--- src/rtl/tlc_monitor.sv ---
// Passive lamp-side checker: one-hot encoding, red->green->yellow order, optional exact phase lengths
// (`TLC_MON_DURATION_CHECK_EN); registered outputs, errors visible right after the offending edge, never stalls.
module tlc_monitor #(
  parameter int RED_CYCLES    = 10,
  parameter int GREEN_CYCLES  = 8,
  parameter int YELLOW_CYCLES = 3
) (
  input  logic       clk,
  input  logic       rst,
  input  logic       red,
  input  logic       yellow,
  input  logic       green,
  input  logic       err_clr,
  output logic       err,
  output logic [2:0] err_code,
  output logic [1:0] phase,
  output logic [7:0] cycles
);

  typedef enum logic [1:0] {
    S_SYNC   = 2'd0,
    S_RED    = 2'd1,
    S_GREEN  = 2'd2,
    S_YELLOW = 2'd3
  } state_t;

  localparam logic [2:0] E_NONE  = 3'd0;
  localparam logic [2:0] E_ENC   = 3'd1;
  localparam logic [2:0] E_TRANS = 3'd2;
  localparam logic [2:0] E_SHORT = 3'd3;
  localparam logic [2:0] E_LONG  = 3'd4;

  if (RED_CYCLES < 1 || RED_CYCLES > 30 || GREEN_CYCLES < 1 || GREEN_CYCLES > 30 ||
      YELLOW_CYCLES < 1 || YELLOW_CYCLES > 30) begin : g_param_check
    $error("tlc_monitor: phase lengths must lie in 1..30");
  end

  function automatic logic is_onehot(input logic [2:0] v);
    return (v == 3'b100) || (v == 3'b010) || (v == 3'b001);
  endfunction

  state_t     state_q, state_d;
  logic [2:0] prev_q;
  logic [7:0] cycles_q, cycles_d;
  logic       err_q, err_d;
  logic [2:0] code_q, code_d;
  logic [2:0] new_code;
  logic [2:0] smp;
  logic       smp_onehot, prev_onehot;
  state_t     lamp_st, succ_st;

  assign smp         = {red, green, yellow};
  assign smp_onehot  = is_onehot(smp);
  assign prev_onehot = is_onehot(prev_q);

  always_comb begin
    case (smp)
      3'b100:  lamp_st = S_RED;
      3'b010:  lamp_st = S_GREEN;
      3'b001:  lamp_st = S_YELLOW;
      default: lamp_st = S_SYNC;
    endcase
  end

  always_comb begin
    case (state_q)
      S_RED:    succ_st = S_GREEN;
      S_GREEN:  succ_st = S_YELLOW;
      S_YELLOW: succ_st = S_RED;
      default:  succ_st = S_SYNC;
    endcase
  end

`ifdef TLC_MON_DURATION_CHECK_EN
  // chk_q: current phase was entered from another phase, so its length is fully known.
  // clean_q: the current RED..YELLOW run began with a fully checked red.
  logic [4:0] cnt_q, cnt_d, lim;
  logic       chk_q, chk_d;
  logic       clean_q, clean_d;

  always_comb begin
    case (state_q)
      S_RED:    lim = 5'(RED_CYCLES);
      S_GREEN:  lim = 5'(GREEN_CYCLES);
      S_YELLOW: lim = 5'(YELLOW_CYCLES);
      default:  lim = 5'd31;
    endcase
  end
`endif

  always_comb begin
    state_d  = state_q;
    cycles_d = cycles_q;
    new_code = E_NONE;
`ifdef TLC_MON_DURATION_CHECK_EN
    cnt_d    = cnt_q;
    chk_d    = chk_q;
    clean_d  = clean_q;
`endif
    if (!smp_onehot) begin
      new_code = E_ENC;
    end else if (state_q == S_SYNC) begin
      // A lamp that was already lit when we started watching is not a phase start.
      if (prev_onehot && (smp != prev_q)) begin
        state_d = lamp_st;
`ifdef TLC_MON_DURATION_CHECK_EN
        cnt_d   = 5'd1;
        chk_d   = 1'b0;
        clean_d = 1'b0;
`endif
      end
    end else if (lamp_st == state_q) begin
`ifdef TLC_MON_DURATION_CHECK_EN
      if (cnt_q == lim) begin
        new_code = E_LONG;
      end else if (cnt_q != 5'd31) begin
        cnt_d = cnt_q + 5'd1;
      end
`endif
    end else if (lamp_st != succ_st) begin
      new_code = E_TRANS;
`ifdef TLC_MON_DURATION_CHECK_EN
    end else if (chk_q && (cnt_q < lim)) begin
      new_code = E_SHORT;
`endif
    end else begin
      state_d = lamp_st;
`ifdef TLC_MON_DURATION_CHECK_EN
      cnt_d = 5'd1;
      chk_d = 1'b1;
      if (state_q == S_YELLOW) begin
        if (clean_q) begin
          cycles_d = cycles_q + 8'd1;
        end
        clean_d = 1'b1;
      end
`else
      if (state_q == S_YELLOW) begin
        cycles_d = cycles_q + 8'd1;
      end
`endif
    end

    if (new_code != E_NONE) begin
      state_d = S_SYNC;
`ifdef TLC_MON_DURATION_CHECK_EN
      cnt_d   = 5'd0;
      chk_d   = 1'b0;
      clean_d = 1'b0;
`endif
    end
  end

  // Clear first, then let a same-edge error win; otherwise only the first error is kept.
  always_comb begin
    err_d  = err_q;
    code_d = code_q;
    if (err_clr) begin
      err_d  = 1'b0;
      code_d = E_NONE;
    end
    if ((new_code != E_NONE) && (!err_q || err_clr)) begin
      err_d  = 1'b1;
      code_d = new_code;
    end
  end

  always_ff @(posedge clk or negedge rst) begin
    if (!rst) begin
      state_q  <= S_SYNC;
      prev_q   <= 3'b000;
      cycles_q <= 8'd0;
      err_q    <= 1'b0;
      code_q   <= E_NONE;
    end else begin
      state_q  <= state_d;
      prev_q   <= smp;
      cycles_q <= cycles_d;
      err_q    <= err_d;
      code_q   <= code_d;
    end
  end

`ifdef TLC_MON_DURATION_CHECK_EN
  always_ff @(posedge clk or negedge rst) begin
    if (!rst) begin
      cnt_q   <= 5'd0;
      chk_q   <= 1'b0;
      clean_q <= 1'b0;
    end else begin
      cnt_q   <= cnt_d;
      chk_q   <= chk_d;
      clean_q <= clean_d;
    end
  end
`endif

  assign err      = err_q;
  assign err_code = code_q;
  assign phase    = state_q;
  assign cycles   = cycles_q;

endmodule

--- config.mk ---
export PLATFORM = sky130hd
export DESIGN_NAME = tlc_monitor
export DESIGN_NICKNAME = d
export VERILOG_FILES = /design/src/rtl/tlc_monitor.sv
export SDC_FILE = /design/constraint.sdc
export NUM_CORES = 1
export LEC_CHECK = 0
export BUFFER_PORTS_ARGS = -buffer_cell sky130_fd_sc_hd__buf_4
export CORE_UTILIZATION = 40
export CTS_BUF_LIST = sky130_fd_sc_hd__clkbuf_16
export DETAILED_ROUTE_END_ITERATION = 12
export PLACE_DENSITY_LB_ADDON = 0.3
export SYNTH_ARGS = -nofsm -noshare
export SYNTH_HDL_FRONTEND = slang
export SYNTH_SLANG_ARGS = --single-unit
--- constraint.sdc ---
create_clock -name clk -period 3.7 [get_ports clk]
set_clock_uncertainty 0.05 [all_clocks]
set_input_delay 0.185 -clock clk [delete_from_list [all_inputs] [get_ports clk]]
set_output_delay 0.185 -clock clk [all_outputs]
set_load 0.02 [all_outputs]
Word-level counts from Yosys, hierarchy flattened
Index checks and enable logic that the tools add are counted.
{ "word_totals": {"reg_bits": 17, "inputBits": 6, "out_inout_bits": 14, "word_cells": 54} }
{ "classes": {"add_sub_neg": 1, "n_eq_ne": 15, "mux": 16, "bitwise_logic": 3, "n_reduce_logical": 14} }
{ "op_table": {"columns": ["operator", "count"], "rows": [
  ["2-bit 2-to-1 mux", 10],
  ["2-bit case mux with 3 select lines", 2],
  ["8-bit by 1-bit adder with 8-bit output (second input constant)", 1],
  ["3-bit by 1-bit == test with 1-bit output (second input constant)", 2],
  ["3-bit by 2-bit == test with 1-bit output (second input constant)", 2],
  ["3-bit == test (second input constant)", 2],
  ["3-bit 2-to-1 mux", 2],
  ["3-bit by 2-bit != test with 1-bit output (second input constant)", 2],
  ["1-bit logical OR", 5],
  ["5-bit AND reduction", 1],
  ["2-bit == test (second input constant)", 2],
  ["4-bit AND reduction", 1],
  ["2-bit nonzero test", 2],
  ["3-bit by 1-bit != test with 1-bit output (second input constant)", 1],
  ["3-bit != test", 1],
  ["1-bit NOT", 3],
  ["3-bit nonzero test", 1],
  ["2-bit by 1-bit == test with 1-bit output (second input constant)", 1],
  ["2-bit == test", 1],
  ["1-bit logical AND", 2],
  ["2-bit zero test", 1],
  ["1-bit 2-to-1 mux", 2],
  ["2-bit != test", 1],
  ["1-bit zero test", 1]
]} }

Longest topological paths before layout
{ "depth": {"depth_word": 10, "depth_mapped": 8, "ltp_nobuf": 7} }

Least setup slack after synthesis
OpenSTA, ideal clock, no wires.
{ "synth_timing": {"path_kind": "flip-flop to flip-flop", "from": "reg state_q[0] (netlist: phase[0])", "to": "reg state_q[0] (netlist: phase[0])", "setup_ps": 110, "arrival_time_ps": 2041, "t_required_ps": 3540, "setup_slack_ps": 1499, "stages_incl_launch_ff": 8, "path_buffers": 0, "synth_period_minus_slack_ps": 2201, "path_cell_list": "dfrtp_1 inv_1 ha_1 or4_1 a21o_1 a21oi_2 nor3_2 o41ai_1"} }
{ "synth_between": {"elab_chain_len": 10, "word_cells_on_any_way": 20, "cone_classes": "eq/ne (8); mux (8); reduce/logical (4)"} }
{ "synth_lines": {"columns": ["item", "line", "text"], "rows": [
  ["start: declaration", "42", "state_t state_q, state_d;"],
  ["start signal: assignment", "176", "state_q <= state_d;"],
  ["2-bit == test or 2-bit by 1-bit == test with 1-bit output (tied branches)", "66", "case (state_q)"],
  ["2-bit case mux with 3 select lines", "66", null],
  ["2-bit != test", "120", "end else if (lamp_st != succ_st) begin"],
  ["2-bit 2-to-1 mux", "120", null],
  ["2-bit 2-to-1 mux", "112", "end else if (lamp_st == state_q) begin"],
  ["2-bit 2-to-1 mux", "102", "end else if (state_q == S_SYNC) begin"],
  ["2-bit 2-to-1 mux", "100", "if (!smp_onehot) begin"],
  ["3-bit nonzero test", "144", "if (new_code != E_NONE) begin"],
  ["3-bit by 1-bit != test with 1-bit output (no line) (tied with other cells)", null, null],
  ["4-bit AND reduction (no line)", null, null]
]} }
Parallel ways exist; a longest one is shown, timed or not. The select of a mux whose other input is x is not followed.
A chain may end at the register's enable or synchronous reset.

Worst setup path after layout
Same ends and word-level chain as after synthesis.

==> out/metrics.cfg <==
[timing]
finalHoldViolCount=0
fmax_mhz=446.2
setup_viol=0
tns_ns=0
period_needed_ns=2.241
slew_violations=0
period_share_pct=60.57
rsz0062_at_grt=false

[synthesis]
yosysMostFrequentCell=dfrtp_1
synth_edf_count=0
synth-async-reset-ratio_pct=100.0
synthTopCellsByArea=dfrtp_1 (39%), xnor2_1 (8.6%), ha_1 (4.9%)
synth.avg_cell_area_sq_um=10.57
synth-seq-cells=16
netlist_top_cells_count=dfrtp_1 (16), xnor2_1 (10), inv_1 (5), nand2_1 (5), ha_1 (4)
yosysSeqAreaShare_pct=39.46
synth_nets=106
ys_warn_count=0
synth_top_area_cell=dfrtp_1
synth_top_area_share_pct=39.46
synthCells=96
ys_types=42
netlist_area_sq_um=1015
synth_ff_type=dfrtp_1

[route]
avgViaCountPerCell=5.352
finalWirelength_um=1923
routedWlPerCell_um=13.54
drt_first_pass_iters=6
dr_total_vias=760
ant_nets=0
drtIter0Drc=6
drc=0

[clocking]
root_buffer=clkbuf_16
h-tree-depth=1
tritoncts=yes
clkTransAtPathRegs_ns=0.05
clkSinkCount=16
clockBufferDepth=2
clock_latency_ns=0.24
cts-buffers-inserted=3

[pwr]
p_comb_share_pct=26.8
swShare_pct=30.00
peakVddDrop_mv=0.2795
intPower_mw=0.3984
p_per_area_nw_per_um2=462.2
switchingPower_mw=0.1708
clkPwrFrac_pct=36.6
leakagePower_nw=0.5582
finalPower_mw=0.5691
power_frac_seq_pct=36.6

[placed_design]
portBuffers=18
dp_hpwl_um=1395
gp_congestion=0.7789

[global_route]
grt_overflow=0
antenna_found_initial=0
grt_max_degree=17
grt_pass1_vias=692
grt_pass1_wl_um=3284
grtUsageTotal_pct=16.45

[finish]
final_nets=125
fin_util_pct=53.59
areaGrowthSynthToFinish_pct=21.33
n_antenna_cell=0
fillers=219
drive_gt1_share_pct=25.44

[setup_path]
start_kind=flop
worstPathArrival_ns=2.32
end_kind=flop
cp_max_fo=8
crit_type=reg -> reg
worstPathRequired_ns=3.78

[die]
start_util_pct=44.17
fp.coreArea_sq_um=2297
fp.dieW_um=52.37
row_count=17
die_h_um=52.37
fp.dieArea_sq_um=2742
boundaryPins=20

[min_path]
hold_path_class=in -> reg

[flow_run]
drv_cap=0

[status]
status=complete, no violations

[placed cells by master, fill, tap and decap left out, types with 3 or more instances in the layout]
cell	synthesis	final
dfrtp_1	16	16
xnor2_1	10	10
nand4_1	3	3
nand3b_1	3	3
ha_1	4	4
nand2b_1	3	3
buf_4	2	18
inv_1	5	5
o21ai_0	3	3
nand2_1	5	5
clkbuf_16	0	3
[layout make-up]
class | count | area, sq um | share of cell area [%]
Multi-Input combinational cell | 70 | 553.0 | 44.92
Tap cell | 28 | 35.03 | 2.846
Clock inverter | 1 | 3.754 | 0.3049
Inverter | 5 | 18.77 | 1.524
Clock buffer | 3 | 75.07 | 6.098
Timing Repair Buffer | 19 | 145.1 | 11.79
Sequential cell | 16 | 400.4 | 32.52
[power by group through the flow]
stage	sequential, mW	clock [mW]	combinational [mW]
after global routing	0.211	0.221	0.169
after CTS	0.208	0.212	0.155
after global placement	0.210	0	0.151
after floorplan	0.223	0	0.0949
final	0.208	0.208	0.153
after detailed placement	0.211	0	0.152
[final timing paths]
check / startpoint / slack (ns) / end / cells past startpoint
setup reg to reg: phase[0] / 1.46 / phase[0] / 7
hold / removal: green / 0.11 / prev_q[1] / 1
setup / recovery: phase[0] / 1.46 / phase[0] / 7
hold reg to reg: cycles[7] / 0.42 / cycles[7] / 1
max in group asynchronous: rst / 3.12 / phase[0] / 2
min in group asynchronous: rst / 0.29 / prev_q[0] / 2
[sequential cells by signal, indices dropped and copies added (netlist names)]
signal	flops
cycles	8
err	1
err_code	2
phase	2
prev_q	3
[worst max-delay path: stages (launching register included)]
cell and delay [ns]:
dfrtp_1 0.47, inv_1 0.10, ha_1 0.37, or4_1 0.41, a21o_1 0.18, a21oi_2 0.12
nor3_2 0.08, o41ai_1 0.34
[per-layer routing]
metal  vias up  GRT usage [%]  routed length (um)
met5         -              0                   0
met4         0          3.947                   9
met3         2          4.638                  62
met2        11          25.95                 876
met1       361          22.10                 974
li1        386              -                   -
[per-stage QoR]
stage	setup slack, ns	instances	hold WS (ns)	area (sq um)
finish	1.459	142	0.1115	1231
global route	1.279	142	0.1119	1231
CTS	1.433	142	0.1095	1231
detailed placement	1.449	137	0.008751	1142
global placement	1.553	137	0.006284	1142
floorplan	1.499	96	-0.1606	1015
[logic make-up (layout without fill, tap and decap cells)]
group           count (synthesis)  after routing  share of synthesized area, %
mux                             1              1                         1.110
other cells                     1              1                        0.3696
buf+inv                        10             28                         6.041
xor+xnor                       11             11                         9.494
fa+ha+maj                       5              5                         6.042
flops                          16             16                         39.46
simple gates                   33             33                         21.95
compound gates                 19             19                         15.54
[repair_timing]
action | in CTS | in global routing
hold buffers | 1 | 0
setup buffers | 0 | 0
gates resized for setup | 0 | 0
endpoints found under the hold margin | 16 | 0
(Power assumes the default switching activity.)
